==> src/rtl/mul_seq_32.sv <==
// Sequential 32x32 -> 64 multiplier (shift-and-add, one partial product per cycle).
//
// Ports:
//   clk          rising-edge clock for all state
//   rst_n        asynchronous active-low reset
//   start_valid  a, b and is_signed are presented
//   start_ready  block is idle and will accept a new operation
//   a, b         32-bit multiplicand / multiplier
//   is_signed    1 = two's-complement operands, 0 = unsigned
//   res_valid    product is valid (held until res_ready)
//   res_ready    consumer takes the product
//   product      64-bit result, written once per operation
//   busy         high whenever the block is not idle
//
// Signed operands are reduced to magnitudes at accept time, multiplied
// unsigned over 32 CALC cycles, and the sign is reapplied in one FIX cycle.

// 4-bit carry-lookahead block: internal carries from explicit lookahead
// equations plus group generate/propagate for the next lookahead level.
module cla4 (
  input  logic [3:0] a,
  input  logic [3:0] b,
  input  logic       cin,
  output logic [3:0] sum,
  output logic       grp_g,
  output logic       grp_p
);
  logic [3:0] g;
  logic [3:0] p;
  logic [3:0] c;

  assign g = a & b;
  assign p = a ^ b;

  assign c[0] = cin;
  assign c[1] = g[0] | (p[0] & cin);
  assign c[2] = g[1] | (p[1] & g[0]) | (p[1] & p[0] & cin);
  assign c[3] = g[2] | (p[2] & g[1]) | (p[2] & p[1] & g[0])
              | (p[2] & p[1] & p[0] & cin);

  assign sum   = p ^ c;
  assign grp_g = g[3] | (p[3] & g[2]) | (p[3] & p[2] & g[1])
               | (p[3] & p[2] & p[1] & g[0]);
  assign grp_p = &p;
endmodule

// W-bit carry-lookahead adder built from 4-bit lookahead blocks.
module cla_adder #(
  parameter int W = 32
) (
  input  logic [W-1:0] a,
  input  logic [W-1:0] b,
  input  logic         cin,
  output logic [W-1:0] sum,
  output logic         cout
);
  localparam int N = W / 4;

  logic [N-1:0] grp_g;
  logic [N-1:0] grp_p;
  logic [N:0]   carry;

  // Group generate/propagate depend only on a and b, so the block carries
  // resolve without any combinational loop through the sum logic.
  always_comb begin
    carry[0] = cin;
    for (int i = 0; i < N; i++) begin
      carry[i+1] = grp_g[i] | (grp_p[i] & carry[i]);
    end
  end

  for (genvar i = 0; i < N; i++) begin : g_blk
    cla4 u_cla4 (
      .a     (a[4*i +: 4]),
      .b     (b[4*i +: 4]),
      .cin   (carry[i]),
      .sum   (sum[4*i +: 4]),
      .grp_g (grp_g[i]),
      .grp_p (grp_p[i])
    );
  end

  assign cout = carry[N];
endmodule

module mul_seq_32 (
  input  logic        clk,
  input  logic        rst_n,
  input  logic        start_valid,
  output logic        start_ready,
  input  logic [31:0] a,
  input  logic [31:0] b,
  input  logic        is_signed,
  output logic        res_valid,
  input  logic        res_ready,
  output logic [63:0] product,
  output logic        busy
);
  typedef enum logic [1:0] {IDLE, CALC, FIX, DONE} state_t;

  state_t      state;
  state_t      state_next;
  logic [31:0] mcand;
  logic [31:0] hi;
  logic [31:0] lo;
  logic [5:0]  count;
  logic        neg;

  logic [31:0] a_mag;
  logic [31:0] b_mag;
  logic [31:0] add_b;
  logic [31:0] calc_sum;
  logic        calc_cout;
  logic [63:0] neg_in;
  logic [63:0] neg_sum;
  logic        neg_cout_unused;

  // 32'h8000_0000 negates to itself, which read as unsigned is exactly 2^31.
  assign a_mag = (is_signed && a[31]) ? (~a + 32'd1) : a;
  assign b_mag = (is_signed && b[31]) ? (~b + 32'd1) : b;

  // Adding zero when the multiplier bit is clear yields {0, hi}.
  assign add_b = lo[0] ? mcand : 32'd0;

  cla_adder #(.W(32)) u_calc_add (
    .a    (hi),
    .b    (add_b),
    .cin  (1'b0),
    .sum  (calc_sum),
    .cout (calc_cout)
  );

  // Two's-complement negation as ~x + 1.
  assign neg_in = ~{hi, lo};

  cla_adder #(.W(64)) u_fix_neg (
    .a    (neg_in),
    .b    (64'd0),
    .cin  (1'b1),
    .sum  (neg_sum),
    .cout (neg_cout_unused)
  );

  always_ff @(posedge clk or negedge rst_n) begin
    if (!rst_n) state <= IDLE;
    else        state <= state_next;
  end

  always_comb begin
    state_next = state;
    case (state)
      IDLE: if (start_valid) state_next = CALC;
      // count holds the number of CALC cycles already completed.
      CALC: if (count == 6'd31) state_next = FIX;
      FIX:  state_next = DONE;
      DONE: if (res_ready) state_next = IDLE;
      default: state_next = IDLE;
    endcase
  end

  // Datapath: load on accept, shift-add in CALC, sign fix-up into product.
  always_ff @(posedge clk or negedge rst_n) begin
    if (!rst_n) begin
      mcand   <= '0;
      hi      <= '0;
      lo      <= '0;
      count   <= '0;
      neg     <= 1'b0;
      product <= '0;
    end else begin
      case (state)
        IDLE: begin
          if (start_valid) begin
            mcand <= a_mag;
            lo    <= b_mag;
            hi    <= '0;
            count <= '0;
            neg   <= is_signed & (a[31] ^ b[31]);
          end
        end
        CALC: begin
          {hi, lo} <= {calc_cout, calc_sum, lo[31:1]};
          count    <= count + 6'd1;
        end
        FIX: begin
          product <= neg ? neg_sum : {hi, lo};
        end
        default: begin
        end
      endcase
    end
  end

  assign start_ready = (state == IDLE);
  assign res_valid   = (state == DONE);
  assign busy        = (state != IDLE);
endmodule

==> config.mk <==
export PLATFORM = sky130hd
export DESIGN_NAME = mul_seq_32
export DESIGN_NICKNAME = d
export VERILOG_FILES = /design/src/rtl/mul_seq_32.sv
export SDC_FILE = /design/constraint.sdc
export NUM_CORES = 1
export LEC_CHECK = 0
export CAP_MARGIN = 10
export CORE_UTILIZATION = 45
export DETAILED_ROUTE_END_ITERATION = 10
export DONT_BUFFER_PORTS = 1
export PLACE_DENSITY = 0.56
export SYNTH_ARGS = -nofsm -noshare
export SYNTH_HDL_FRONTEND = slang
export SYNTH_SLANG_ARGS = --single-unit
==> constraint.sdc <==
create_clock -name clk -period 4.1 [get_ports clk]
set_clock_uncertainty 0.15 [all_clocks]
set_input_delay 0.615 -clock clk [delete_from_list [all_inputs] [get_ports clk]]
set_output_delay 0.615 -clock clk [all_outputs]
set_load 0.01 [all_outputs]
Yosys cells after proc, flatten, opt, wreduce, memory -nomap -nowiden
Index checks and enable logic that the tools add are counted.
{"block": "totals", "regBits": 169, "inputBits": 69, "out_inout_bits": 67, "wordCells": 403}
{"block": "op_classes", "addsub": 3, "n_eq_ne": 7, "mux": 14, "bitwise": 342, "n_reduce_logical": 30}
{"cell": "1-bit AND", "n": 222}
{"cell": "32-bit 2-to-1 mux", "n": 5}
{"cell": "32-bit one-hot mux with 2 select lines", "n": 2}
{"cell": "4-bit XOR", "n": 32}
{"cell": "4-bit AND reduction", "n": 22}
{"cell": "1-bit bitwise OR", "n": 76}
{"cell": "32-bit by 1-bit adder with 32-bit output, second input constant", "n": 2}
{"cell": "64-bit 2-to-1 mux", "n": 1}
{"cell": "32-bit NOT", "n": 2}
{"cell": "64-bit NOT", "n": 1}
{"cell": "4-bit AND", "n": 8}
{"cell": "6-bit one-hot mux with 2 select lines", "n": 1}
{"cell": "2-bit one-hot mux with 4 select lines", "n": 1}
{"cell": "6-bit by 1-bit adder with 6-bit output, second input constant", "n": 1}
{"cell": "6-bit by 5-bit equality test with 1-bit output, second input constant", "n": 1}
{"cell": "2-bit 2-to-1 mux", "n": 3}
{"cell": "6-bit 2-to-1 mux", "n": 1}
{"cell": "2-bit equality test, second input constant", "n": 2}
{"cell": "2-bit inequality test, second input constant", "n": 2}
{"cell": "2-bit AND reduction", "n": 2}
{"cell": "2-bit nonzero test", "n": 2}
{"cell": "3-bit AND reduction", "n": 1}
{"cell": "2-bit by 1-bit equality test with 1-bit output, second input constant", "n": 1}
{"cell": "1-bit logical AND", "n": 2}
{"cell": "3 further kinds", "n": 3}

Depth between registers and ports, before layout
{"block": "depth", "word_depth": 22, "depth_mapped": 14, "depth_no_buf": 13}

Cells and area by module
From an unflattened synthesis, not the netlist that was laid out.
{"block": "hier_totals", "cells_unflattened": 1614, "area_unflattened_um2": 13908.3}
{"module": "mul_seq_32", "n_inst": 1, "cells_each": 1025, "area_each_um2": 9131.3, "seq_area_each_um2": 4229.1}
{"module": "cla4", "n_inst": 24, "cells_each": 22, "area_each_um2": 182.7, "seq_area_each_um2": 0.0}
{"module": "cla_adder (u_fix_neg)", "n_inst": 1, "cells_each": 46, "area_each_um2": 281.5, "seq_area_each_um2": 0.0}
{"module": "cla_adder (u_calc_add)", "n_inst": 1, "cells_each": 15, "area_each_um2": 111.4, "seq_area_each_um2": 0.0}

Worst setup path before layout
Ideal clock, no wire load.
{"block": "synth_timing", "path_type": "in2reg", "startpoint": "input b[8]", "endpoint": "register lo[29]", "setup_time_ns": 0.129, "arrival_time_ns": 3.022, "required_ns": 3.821, "slack_ns": 0.799, "stages": 9, "n_path_buf": 0, "path_cell_list": "or4_4 -> or4_4 -> or3_4 -> or4_4 -> o41ai_2 -> xor2_1 -> nor2_1 -> a21oi_2 -> o21ai_1"}
{"block": "synth_via", "elab_chain_len": 5}
{"item": "start: declaration", "line_no": "92", "source": "input logic [31:0] b,"}
{"item": "32-bit NOT", "line_no": "120", "source": "assign b_mag = (is_signed && b[31]) ? (~b + 32'd1) : b;"}
{"item": "32-bit by 1-bit adder with 32-bit output", "line_no": "120"}
{"item": "32-bit 2-to-1 mux", "line_no": "120"}
{"item": "32-bit 2-to-1 mux", "line_no": "173", "source": "if (start_valid) begin"}
{"item": "32-bit one-hot mux with 2 select lines", "line_no": "171", "source": "case (state)"}
{"item": "end signal: assignment", "line_no": "175", "source": "lo <= b_mag;"}
{"item": "end signal: assignment", "line_no": "182", "source": "{hi, lo} <= {calc_cout, calc_sum, lo[31:1]};"}
{"item": "end: declaration", "line_no": "105", "source": "logic [31:0] lo;"}
Every way passes these cells. The select of a mux whose other input is x is not followed.
A chain may end at the register's enable or synchronous reset.

Worst setup path in the final report
{"block": "layout_timing", "startpoint": "register lo[1]", "endpoint": "register product[52]"}
{"block": "layout_via", "elab_chain_len": 16}
{"item": "64-bit NOT", "line_no": "134", "source": "assign neg_in = ~{hi, lo};"}
{"item": "4-bit AND reduction", "line_no": "44", "source": "assign grp_p = &p;"}
{"item": "1-bit AND (12 in series)", "line_no": "68", "source": "carry[i+1] = grp_g[i] | (grp_p[i] & carry[i]);"}
{"item": "4-bit XOR", "line_no": "41", "source": "assign sum = p ^ c;"}
{"item": "64-bit 2-to-1 mux", "line_no": "186", "source": "product <= neg ? neg_sum : {hi, lo};"}
{"item": "end signal: assignment", "line_no": "186"}
{"item": "end: declaration", "line_no": "96", "source": "output logic [63:0] product,"}
Every way passes these cells.

==> results.cfg <==
[logic_synthesis]
synth_edf_count = 0
synth_top_area_share_pct = 40.1
seq_area_frac_synth_pct = 40.1
synthDistinctLibCells = 53
async_flop_share_pct = 100
synth_seq_cells = 169
syn_inst = 1212
syn_area_per_cell_um2 = 8.71
synth_area_leaders = dfrtp_1 40%, ha_1 6.5%, a21oi_1 6.0%
synth.net_count = 1344
yosys_warnings = 0
yosysTopAreaCell = dfrtp_1
yosysMostFrequentCell = dfrtp_1
synth_commonest_cells = 169 x dfrtp_1, 132 x nor2_1, 131 x nand2_1, 127 x a21oi_1, 118 x o21ai_0
synth_area_um2 = 10600
synthFlopType = dfrtp_1

[route]
routed_via_density = 5.30
vias = 7985
first_pass_iters = 5
ant_nets = 0
drt_iter0_drc = 474
drc = 0
wirelength_um = 24400
wl_per_cell_um = 16.2

[timing]
fin_crit_sh_pct = 88.1
fmax_mhz = 277
finalHoldViolCount = 169
final.setup.tns_ns = 0
worst_pin_slew_ns = 1.06
relSlewSlack_pct = 29.1
min_period_ns = 3.61
fin_hold_ws_ns = -0.266
slew_viol_final = 0
rsz0062_at_grt = no
final-setup-viol-count = 0

[floorplan]
core_um2 = 22800
start_util_pct = 46.2
dieArea_um2 = 24100
num_io_pins = 136
die_w_um = 155
num_rows = 55
fp.dieH_um = 155

[cells_and_area]
syn2layout_area_growth_pct = 7.93
insertedDiodeCount = 0
nNetsFinal = 1313
fill_cells = 2252
fin_cells = 1507
drive_gt1_share_pct = 5.19

[clock_tree]
ctsResizeCount = 0
cts_buffer_depth = 2
tritoncts = yes
worst_skew_pair.late_latency_ns = 0.43
cts_made_buffers = 17
clkTransAtPathRegs_ns = 0.07
postCtsSetupRepairBufs = 0
cts_root_buf = clkbuf_16
htreeDepth = 4
cts.sinks = 169

[global_route]
overflow = 0
grt_pass1_wl_um = 41000
grt_util_met1_pct = 33.4
grt_max_degree = 170
top_usage_layer = met1
track_usage_pct = 21.5
gr-usage-met2_pct = 29.3
grt_util_met3_pct = 4.48
grt_pass1_vias = 7566
antenna_found_initial = 0

[worst_setup_path]
start_kind = flop
crit_type = flop to flop
required_ns = 4.20
arrival_ns = 3.71
cp_cell_sequence = inv_1 > ha_1 > nor3b_2 > nand4b_1 > nor4_2 > nand4_1 > buf_4 > nor4_4 > nand2_1 > nor3_1 > ha_1 > mux2i_1 > a21oi_1
crit_fanout = 6
cp-end-kind = flop
max_stage_delay_ns = 0.47
worst_path_max_delay_cell = nor4_2
crit_top_cell = ha_1
reg2reg_slack_ns = 0.49

[placed_design]
dp.cells = 1475
place_congestion = 0.781
io_buffers = 0
hpwl_um = 17600

[pwr]
power.switching_mw = 3.58
comb_power_share_pct = 40.4
swShare_pct = 43.3
peakVddDrop_mv = 0.389
pwr-share-seq_pct = 40.5
powerDensity_nw_per_um2 = 725
p_leak_nw = 4.92
clkPwrFrac_pct = 19.1
power.total_mw = 8.26
p_int_mw = 4.68

[flow_run]
cap_violations = 0

[worst_hold_path]
hold_class = input pin to asynchronous set/reset pin

[outcome]
status = finished, violations left
violations = hold timing
critical path: cells and delay by family, from the launching register on:
| family | cells | cell delay [ns] |
|---|---|---|
| and+or+nand+nor | 7 | 1.97 |
| AOI/OAI and AO/OA | 1 | 0.08 |
| muxes | 1 | 0.13 |
| adders and majority gates | 2 | 0.41 |
| buffers and inverters | 2 | 0.28 |
| DFF | 1 | 0.41 |
sequential cells by signal (all words and copies together), names as in the netlist:
name,count
lo,32
state,2
product,64
mcand,32
neg,1
count,6
hi,32
placed cells by master (no fill, tap or decap), types with 3 or more instances in the layout:
cell type / instances
a211oi_1: 4
nor2_1: 132
buf_4: 10
or3_1: 7
a22o_1: 12
xor2_1: 68
o21bai_1: 5
nand4_1: 7
mux2i_1: 20
clkbuf_16: 17
nand2_1: 130
clkbuf_1: 3
o41ai_1: 7
a21oi_1: 127
nor2b_1: 17
xnor2_1: 59
o31ai_1: 15
nor3_1: 18
ha_1: 53
nand2b_1: 5
fa_1: 8
clkinvlp_4: 6
o21ai_0: 118
nand3_1: 12
or4_4: 4
or3_4: 3
a31oi_1: 4
a21o_1: 7
and2_1: 37
a22oi_1: 3
inv_1: 42
o21ai_1: 7
or4_1: 10
nor4_1: 12
clkbuf_8: 3
dfrtp_1: 168
path summary, 6_finish.rpt:
path                                       startpoint                       to  cells past startpoint
worst max register to register      lo[1]$_DFFE_PN0P_  product[52]$_DFFE_PN0P_                     13
worst min register to register  mcand[10]$_DFFE_PN0P_    mcand[10]$_DFFE_PN0P_                      2
worst max-delay path                lo[1]$_DFFE_PN0P_  product[52]$_DFFE_PN0P_                     13
min in group clk                            is_signed          neg$_DFFE_PN0P_                      2
worst min-delay path                            rst_n  product[19]$_DFFE_PN0P_                      0
max in group asynchronous                       rst_n  product[48]$_DFFE_PN0P_                      0
power by group through the flow:
| stage | clock [mW] | sequential [mW] | combinational [mW] |
|---|---|---|---|
| floorplan | 0 | 3.06 | 2.81 |
| global placement | 0 | 3.37 | 3.31 |
| detailed placement | 0 | 3.38 | 3.37 |
| CTS | 1.61 | 3.36 | 3.39 |
| global route | 1.68 | 3.48 | 3.90 |
| finish | 1.57 | 3.35 | 3.34 |
metrics by stage:
step	cell area (um^2)	worst slack [ns]	hold slack, ns	util (%)
2_1_floorplan	10600	0.799	0.169	-
3_3_place_gp	10800	0.623	0.174	47.4
3_5_place_dp	10800	0.485	0.175	47.4
4_1_cts	11400	0.467	-0.285	49.9
5_1_grt	11400	0.120	-0.286	49.9
6_report	11400	0.489	-0.266	49.9
routing by layer:
| metal | up-vias | share of wire [%] |
|---|---|---|
| met5 | - | 0 |
| li1 | 4121 | - |
| met4 | 0 | 1.4 |
| met3 | 20 | 4.9 |
| met2 | 146 | 40 |
| met1 | 3698 | 54 |
layout make-up:
cell class                 instances  area, um^2  area share [%]
clock inverter                     9        92.6           0.813
multi-input combinational        941        5960            52.4
clock buffer                      23         478            4.20
tap                              313         392            3.44
inverter                          42         158            1.38
sequential                       169        4230            37.1
timing repair buffer              10        75.1           0.659
cells by family after synthesis:
logic type / count (synthesis) / share of synthesized area (%)
AOI/OAI and AO/OA: 323 / 17.3
xor gates and xnor gates: 127 / 10.5
adders and majority gates: 63 / 8.04
buffers and inverters: 102 / 3.68
DFF: 169 / 40.1
muxes: 22 / 2.11
and+or+nand+nor: 406 / 18.2
Note: power is estimated with default switching activity, not from simulation.
